File: src/rtl/regfile_pkg.sv
// Shared defaults for the register file family: widths, register count helper
// and the reset image used by the default core.
package regfile_pkg;

    localparam int unsigned DEF_DATA_W = 8;
    localparam int unsigned DEF_ADDR_W = 3;

    function automatic int unsigned num_regs(input int unsigned addr_w);
        return 32'd1 << addr_w;
    endfunction

    // Packed R7..R0, register i at [i*8 +: 8]: R1=1, R2=2, R5=5, others 0.
    localparam logic [DEF_DATA_W*8-1:0] CORE_RESET_IMAGE = {
        8'd0, 8'd0, 8'd5, 8'd0, 8'd0, 8'd2, 8'd1, 8'd0
    };

endpackage

File: src/rtl/rf_scoreboard.sv
// In-flight write tracker: one pending bit per register, hazard stall and a
// registered count of outstanding writes.
module rf_scoreboard
    import regfile_pkg::*;
#(
    parameter int unsigned ADDR_W   = DEF_ADDR_W,
    parameter bit          ZERO_REG = 1'b0
) (
    input  logic              clk,
    input  logic              reset,
    input  logic              regWrite,
    input  logic [ADDR_W-1:0] rd,
    input  logic [ADDR_W-1:0] rs,
    input  logic [ADDR_W-1:0] rt,
    input  logic              issueValid,
    input  logic              issueWrites,
    input  logic [ADDR_W-1:0] issueRd,
    output logic              stall,
    output logic [ADDR_W:0]   pendingCount
);

    localparam int unsigned NUM_REGS = num_regs(ADDR_W);

    logic [NUM_REGS-1:0] r_pending;
    logic [ADDR_W:0]     r_count;
    logic [NUM_REGS-1:0] w_clr;
    logic [NUM_REGS-1:0] w_set;
    logic [NUM_REGS-1:0] w_busy;
    logic [NUM_REGS-1:0] w_next;
    logic                w_stall;
    logic                w_set_en;
    logic                w_inc;
    logic                w_dec;

    always_comb begin
        w_clr = '0;
        if (regWrite) begin
            w_clr[rd] = 1'b1;
        end

        // A register being written back this cycle is forwarded by the bypass.
        w_busy = r_pending & ~w_clr;
        if (ZERO_REG) begin
            w_busy[0] = 1'b0;
        end

        w_stall = !reset && issueValid &&
                  (w_busy[rs] || w_busy[rt] || (issueWrites && w_busy[issueRd]));

        w_set_en = issueValid && issueWrites && !w_stall &&
                   !(ZERO_REG && (issueRd == '0));
        w_set = '0;
        if (w_set_en) begin
            w_set[issueRd] = 1'b1;
        end

        w_next = (r_pending & ~w_clr) | w_set;

        // Same-register set+clear leaves the bit set and the count unchanged.
        w_inc = w_set_en && !r_pending[issueRd];
        w_dec = regWrite && r_pending[rd] && !(w_set_en && (issueRd == rd));
    end

    always_ff @(posedge clk or posedge reset) begin
        if (reset) begin
            r_pending <= '0;
            r_count   <= '0;
        end else begin
            r_pending <= w_next;
            r_count   <= r_count + (ADDR_W+1)'(w_inc) - (ADDR_W+1)'(w_dec);
        end
    end

    assign stall        = w_stall;
    assign pendingCount = r_count;

endmodule

File: src/rtl/reg_file_scoreboard.sv
// Register file with one write port, two bypassed read ports, per-register
// reset image, optional hardwired-zero R0 and an in-flight write scoreboard.
module reg_file_scoreboard
    import regfile_pkg::*;
#(
    parameter int unsigned                        DATA_W     = DEF_DATA_W,
    parameter int unsigned                        ADDR_W     = DEF_ADDR_W,
    parameter logic [(2**ADDR_W)*DATA_W-1:0]      RESET_VALS = '0,
    parameter bit                                 ZERO_REG   = 1'b0
) (
    input  logic              clk,
    input  logic              reset,
    input  logic              regWrite,
    input  logic [ADDR_W-1:0] rd,
    input  logic [DATA_W-1:0] writeData,
    input  logic [ADDR_W-1:0] rs,
    input  logic [ADDR_W-1:0] rt,
    output logic [DATA_W-1:0] regrs,
    output logic [DATA_W-1:0] regrt,
    input  logic              issueValid,
    input  logic              issueWrites,
    input  logic [ADDR_W-1:0] issueRd,
    output logic              stall,
    output logic [ADDR_W:0]   pendingCount
);

    localparam int unsigned NUM_REGS = num_regs(ADDR_W);

    logic [DATA_W-1:0] r_regs [NUM_REGS];
    logic              w_wr_en;
    logic              w_rs_zero;
    logic              w_rt_zero;

    assign w_wr_en   = regWrite && !(ZERO_REG && (rd == '0));
    assign w_rs_zero = ZERO_REG && (rs == '0);
    assign w_rt_zero = ZERO_REG && (rt == '0);

    always_ff @(posedge clk or posedge reset) begin
        if (reset) begin
            for (int unsigned i = 0; i < NUM_REGS; i++) begin
                r_regs[i] <= RESET_VALS[i*DATA_W +: DATA_W];
            end
        end else if (w_wr_en) begin
            r_regs[rd] <= writeData;
        end
    end

    // Hardwired zero takes priority over the bypass so R0 never forwards.
    assign regrs = w_rs_zero ? '0 :
                   (regWrite && (rd == rs)) ? writeData : r_regs[rs];
    assign regrt = w_rt_zero ? '0 :
                   (regWrite && (rd == rt)) ? writeData : r_regs[rt];

    rf_scoreboard #(
        .ADDR_W   (ADDR_W),
        .ZERO_REG (ZERO_REG)
    ) u_scoreboard (
        .clk          (clk),
        .reset        (reset),
        .regWrite     (regWrite),
        .rd           (rd),
        .rs           (rs),
        .rt           (rt),
        .issueValid   (issueValid),
        .issueWrites  (issueWrites),
        .issueRd      (issueRd),
        .stall        (stall),
        .pendingCount (pendingCount)
    );

endmodule
File: config.mk
export PLATFORM = sky130hd
export DESIGN_NAME = reg_file_scoreboard
export DESIGN_NICKNAME = d
export VERILOG_FILES = /design/src/rtl/regfile_pkg.sv /design/src/rtl/rf_scoreboard.sv /design/src/rtl/reg_file_scoreboard.sv
export SDC_FILE = /design/constraint.sdc
export NUM_CORES = 1
export LEC_CHECK = 0
export BUFFER_PORTS_ARGS = -buffer_cell sky130_fd_sc_hd__buf_4
export CAP_MARGIN = 20
export CELL_PAD_IN_SITES_DETAIL_PLACEMENT = 1
export CELL_PAD_IN_SITES_GLOBAL_PLACEMENT = 1
export CORE_ASPECT_RATIO = 1.1
export CORE_MARGIN = 3
export CORE_UTILIZATION = 35
export CTS_BUF_LIST = sky130_fd_sc_hd__clkbuf_4
export DETAILED_ROUTE_END_ITERATION = 8
export PLACE_DENSITY = 0.58
export SYNTH_ARGS = -nofsm -noshare
export SYNTH_HDL_FRONTEND = slang
export SYNTH_HIERARCHICAL = 1
export SYNTH_SLANG_ARGS = --single-unit
File: constraint.sdc
create_clock -name clk -period 4.6 [get_ports clk]
set_clock_uncertainty 0.05 [all_clocks]
set_input_delay 1.15 -clock clk [delete_from_list [all_inputs] [get_ports clk]]
set_output_delay 1.15 -clock clk [all_outputs]
set_load 0.01 [all_outputs]
# Word level (Yosys, flattened, before mapping)
# Cells that the tools add are included.
# classes
n_eq_ne	3
n_mux	27
reduce_logical	20
magnitude_cmp	10
bitwise_logic	6
n_addsub	2
# ops
cell	n
two-way mux 8 bit	9
bitwise mux 64 bit	1
binary-select mux 8 bit (select 3 bit)	2
demux 8 bit (select 3 bit)	1
< comparator 3 x 4 -> 1 bit, second input constant	4
binary-select mux 1 bit (select 3 bit)	5
logical AND 1 bit	14
>= comparator 4 bit, second input constant	3
inverter 3 -> 4 bit	3
equality test 3 bit	3
bitwise AND 8 bit	1
inverter 8 bit	1
bitwise OR 8 bit	1
two-way mux 1 bit	7
demux 1 bit (select 3 bit)	2
>= comparator 3 x 1 -> 1 bit, second input constant	2
adder 4 x 1 -> 4 bit	1
zero test 1 bit	4
< comparator 4 x 1 -> 1 bit, second input constant	1
subtractor 4 x 1 -> 4 bit	1
logical OR 1 bit	2
# totals
regBits	76
inputBits	25

# Longest topological paths before layout
# logic_depth
word_depth	18
depth_mapped	13
depth_no_buf	12

# Hierarchy
# Netlist, hierarchy kept.
# modules_own_cells
mod	instances	area_per_inst_um2	cells_each	seq_area_each_um2
reg_file_scoreboard	1	3792.4	233	1601.5
rf_scoreboard	1	1196.1	119	300.3

# Worst setup path after synthesis
# Ideal clock, no wire load.
# synth_path
path_kind	input to output
from	input port regWrite
to	output port stall
t_required_ns	3.400
path_stages	7
slack_ns	0.686
path_buffers	1
t_arrival_ns	2.714
path_cell_list	buf_6 > and4bb_4 > nand2b_4 > mux4_2 > o2111a_2 > a21oi_4 > and2_1
# synth_between
elab_chain_len	8
elab_cells_between_ends	13
classes_between	7 x mux; 2 x bitwise; 4 x reduce/logical
# synth_lines
element	line_no	source
start: declaration	reg_file_scoreboard.sv:13	input logic regWrite,
two-way mux 8 bit (*)	rf_scoreboard.sv:37	if (regWrite) begin
inverter 8 bit (*)	rf_scoreboard.sv:42	w_busy = r_pending & ~w_clr;
bitwise AND 8 bit (*)	rf_scoreboard.sv:42	
binary-select mux 1 bit (select 3 bit)	rf_scoreboard.sv:48	(w_busy[rs] || w_busy[rt] || (issueWrites && w_busy[issueRd]));
two-way mux 1 bit (not written as such)	rf_scoreboard.sv:48	
logical OR 1 bit / logical AND 1 bit (equally long branches)	rf_scoreboard.sv:48	
logical OR 1 bit (*)	rf_scoreboard.sv:48	
logical AND 1 bit (*)	rf_scoreboard.sv:47	w_stall = !reset && issueValid &&
end: declaration	reg_file_scoreboard.sv:23	output logic stall,
# Every way passes the cells marked *; elsewhere a longest branch is shown, timed or not. The select of a mux whose other input is x is not followed.

# Final worst setup path
# layout_path
from	input port rd[1]
to	output port stall
# layout_between
elab_chain_len	12
elab_cells_between_ends	18
classes_between	2 x order compare; 9 x mux; 2 x bitwise; 5 x reduce/logical
# layout_lines
element	line_no	source
start: declaration	reg_file_scoreboard.sv:14	input logic [ADDR_W-1:0] rd,
< comparator 3 x 4 -> 1 bit (not written as such) / >= comparator 3 x 1 -> 1 bit (equally long branches)	rf_scoreboard.sv:38	w_clr[rd] = 1'b1;
logical AND 1 bit (not written as such)	rf_scoreboard.sv:38	
two-way mux 1 bit (not written as such)	rf_scoreboard.sv:38	
demux 1 bit (select 3 bit) (*)	--	
two-way mux 8 bit (*)	rf_scoreboard.sv:37	
inverter 8 bit (*)	rf_scoreboard.sv:42	
bitwise AND 8 bit (*)	rf_scoreboard.sv:42	
binary-select mux 1 bit (select 3 bit)	rf_scoreboard.sv:48	
two-way mux 1 bit (not written as such)	rf_scoreboard.sv:48	
logical OR 1 bit / logical AND 1 bit (equally long branches)	rf_scoreboard.sv:48	
logical OR 1 bit (*)	rf_scoreboard.sv:48	
logical AND 1 bit (*)	rf_scoreboard.sv:47	
# Marks and branches as above.

==> flow_summary.toml <==
[sta]
min_period_ns = 4.33
finalCritPeriodShare_pct = 94.1
rsz0062_at_grt = "false"
drv_slew = 0
worstMarginPinSlew_ns = 1.05
setup_viol = 0
setup_tns_ns = 0
timing.final.ws_setup_ns = 0.273
max_freq_ghz = 0.231
maxSlewHeadroom_pct = 30.0
hold_viol_final = 0

[critical_path]
crit_fanout = 21
rrSetupSlack_ns = 1.65
r2r_cells = 11
critPathCaptureType = "output port"
startpoint_type = "input port"
rr_startpoint = "u_scoreboard/r_pending[0]"
critPathArrivalTime_ns = 3.13
crit_required_ns = 3.40
r2r_end = "u_scoreboard/pendingCount[2]"
critical_path_class = "in2out"

[synthesis]
syn_area_um2 = 4990
ys_types = 60
synth_seq_cells = 76
synth-edff-count = 0
yosysWarnings = 6
synth_area_leader_cell = "dfrtp_1"
synth.avg_cell_area_um2 = 14.2
synthAdderAreaFrac_pct = 1.40
muxShareOfSynthArea_pct = 40.3
syn_nets = 382
synth_compound_area_share_pct = 4.64
synth.area.top_cells = "dfrtp_1 38%, mux2_2 21%, mux4_1 9.5%, mux4_2 8.6%, xnor2_1 1.9%"
synth_top_area_share_pct = 38.1
ys_async_sr_fraction_pct = 100
synth_ff_type = "dfrtp_1"
synthXorXnorAreaFrac_pct = 2.11
synth_seq_area_share_pct = 38.1
synth_cells = 352
synth-simple-area-share_pct = 8.65
synth_top_family_by_area = "multiplexers"

[grt]
grt_pass1_vias = 3581
grt_pass1_wl_um = 21100
antenna_found_initial = 0
gr-total-overflow = 0
grt_max_degree = 46
grtUsageTotal_pct = 17.7

[floorplanning]
die_h_um = 131
die_w_um = 120
dieArea_um2 = 15700
coreArea_um2 = 13900
num_rows = 45
initial_utilization_pct = 36.0
ios = 46

[clock_tree]
worstSkewPairLatency_ns = 0.46
post_cts_buffers = 0
cts.path.max_buffers = 2
cts.sink_count = 76
htreeDepth = 3
cts_made_buffers = 9
cts_hold_buf = 0
cts-root-buf = "clkbuf_4"
path_clk_slew_ns = 0.12
cts_resized = 0
cts_tree = "done"

[drt]
vias = 3266
routed_wl_um = 13100
drt_iter0_markers = 138
wl_per_cell_um = 22.7
drcViolationCount = 0
vias_per_cell = 5.65
drt.antenna.violating_nets = 0
first_pass_iters = 4

[min_path]
whs_endpoint = "r_regs[52]"
worstHoldStart = "r_regs[52]"
hold_path_depth = 1
hold_class = "reg2reg"

[cells_and_area]
final_cell_area_um2 = 5600
layout-drive-gt1-share_pct = 50.5
antenna_cells = 0
syn_to_final_growth_pct = 12.3
area.sequential_um2 = 1900
multi_input_comb_area_um2 = 2850
nets = 415
fillCellCount = 1470

[power]
powerDensity_nw_per_um2 = 399
peakVddDrop_mv = 0.197
p_leak_nw = 2.31

[placement]
placed_cell_area_um2 = 5390
gp_congestion = 0.801
dp_slack_ns = 0.270
hpwl_um = 8670
io_buffer_count = 45

[run]
maxCapViolations = 0

[outcome]
outcome = "complete, no violations"
==> worst max-delay path by stage <==
stage | startpoint | endpoint | slack, ns | cells after the start
2_1_floorplan | regWrite | stall | 0.69 | 7
3_3_place_gp | rd[1] | stall | 0.32 | 8
3_5_place_dp | rd[1] | stall | 0.27 | 8
4_1_cts | rd[1] | stall | 0.27 | 8
5_1_grt | rd[1] | stall | 0.21 | 8
6_report | rd[1] | stall | 0.27 | 8
==> registers in the layout, indices dropped and copies added, names as in the netlist <==
signal                     flops
u_scoreboard/pendingCount      4
r_regs                        64
u_scoreboard/r_pending         8
==> Yosys cell counts, drive strengths merged (4+ instances only) <==
cell type / count
buf: 23
clkbuf: 6
dfrtp: 76
ha: 4
inv: 9
mux2: 97
mux4: 37
nand2: 9
nand2b: 8
nand3: 5
nand3b: 4
nand4: 4
nand4b: 6
o21ai: 4
xnor2: 11
==> final cells by class <==
class | count | area share [%]
Multi-Input combinational cell | 238 | 50.9
Inverter | 9 | 0.603
Timing Repair Buffer | 51 | 7.13
Clock inverter | 7 | 2.05
Clock buffer | 9 | 1.21
Sequential cell | 76 | 34.0
Tap cell | 188 | 4.20
==> metal layers <==
metal  wire, µm  GRT usage [%]  vias up
met5          0              0        -
met4        269           7.07        0
met3        423           3.06       21
met2       6640           29.6       66
met1       5800           22.8     1729
li1           -              -     1450
==> cell usage in the layout (no fill, tap or decap), drive strengths merged, types with 2 or more instances in the layout <==
cell type  netlist  final
and3             2      2
ha               4      4
o31ai            2      2
clkbuf           6      9
o41ai            3      3
bufinv           0      3
nand3            5      5
nor2             3      3
clkinv           0      3
mux4            37     37
or3              2      2
or3b             2      2
nor3b            3      3
dfrtp           76     76
o21ai            4      4
nand4b           6      6
nand2b           8      8
nand4            4      4
and2             2      2
o22ai            3      3
nand3b           4      4
and4bb           2      2
nor3             2      2
mux2            97     97
inv              9      9
a21oi            2      2
o2111ai          2      2
nand2            9      9
xnor2           11     11
buf             23     51
==> stage by stage <==
stage / power [W] / std cells / hold WS [ns] / utilization [%]
after CTS: 0.00227 / 576 / 0.485 / 40.2
after detailed placement: 0.00173 / 560 / 0.459 / 38.9
final: 0.00223 / 578 / 0.482 / 40.4
after global routing: 0.00239 / 578 / 0.492 / 40.4
after floorplan: 0.00148 / 352 / 0.435 / -
after global placement: 0.00170 / 560 / 0.446 / 38.9
==> worst max-delay path, cell delays in order <==
cell and delay, ns:
buf_4 0.24, and4bb_4 0.28, nand2b_4 0.14, mux4_2 0.45, o2111a_2 0.30, a21oi_4 0.26, and2_1 0.17, buf_4 0.12
==> cells by family (layout without fill, tap and decap cells) <==
| group | Yosys count | after routing |
|---|---|---|
| AOI/OAI and AO/OA | 27 | 27 |
| DFF | 76 | 76 |
| muxes | 135 | 135 |
| buffers and inverters | 38 | 76 |
| and+or+nand+nor | 59 | 59 |
| xor gates and xnor gates | 12 | 12 |
| adders and majority gates | 5 | 5 |
==> where the power goes <==
group	internal (W)	total [W]	leakage, nW	switching (W)
Clock	0.000273	0.000529	0.0936	0.000256
Sequential	0.000827	0.000950	0.917	0.000123
Combinational	0.000460	0.000756	1.30	0.000296
Total	0.00156	0.00223	2.31	0.000675
Power figures use the tool's default switching activity.
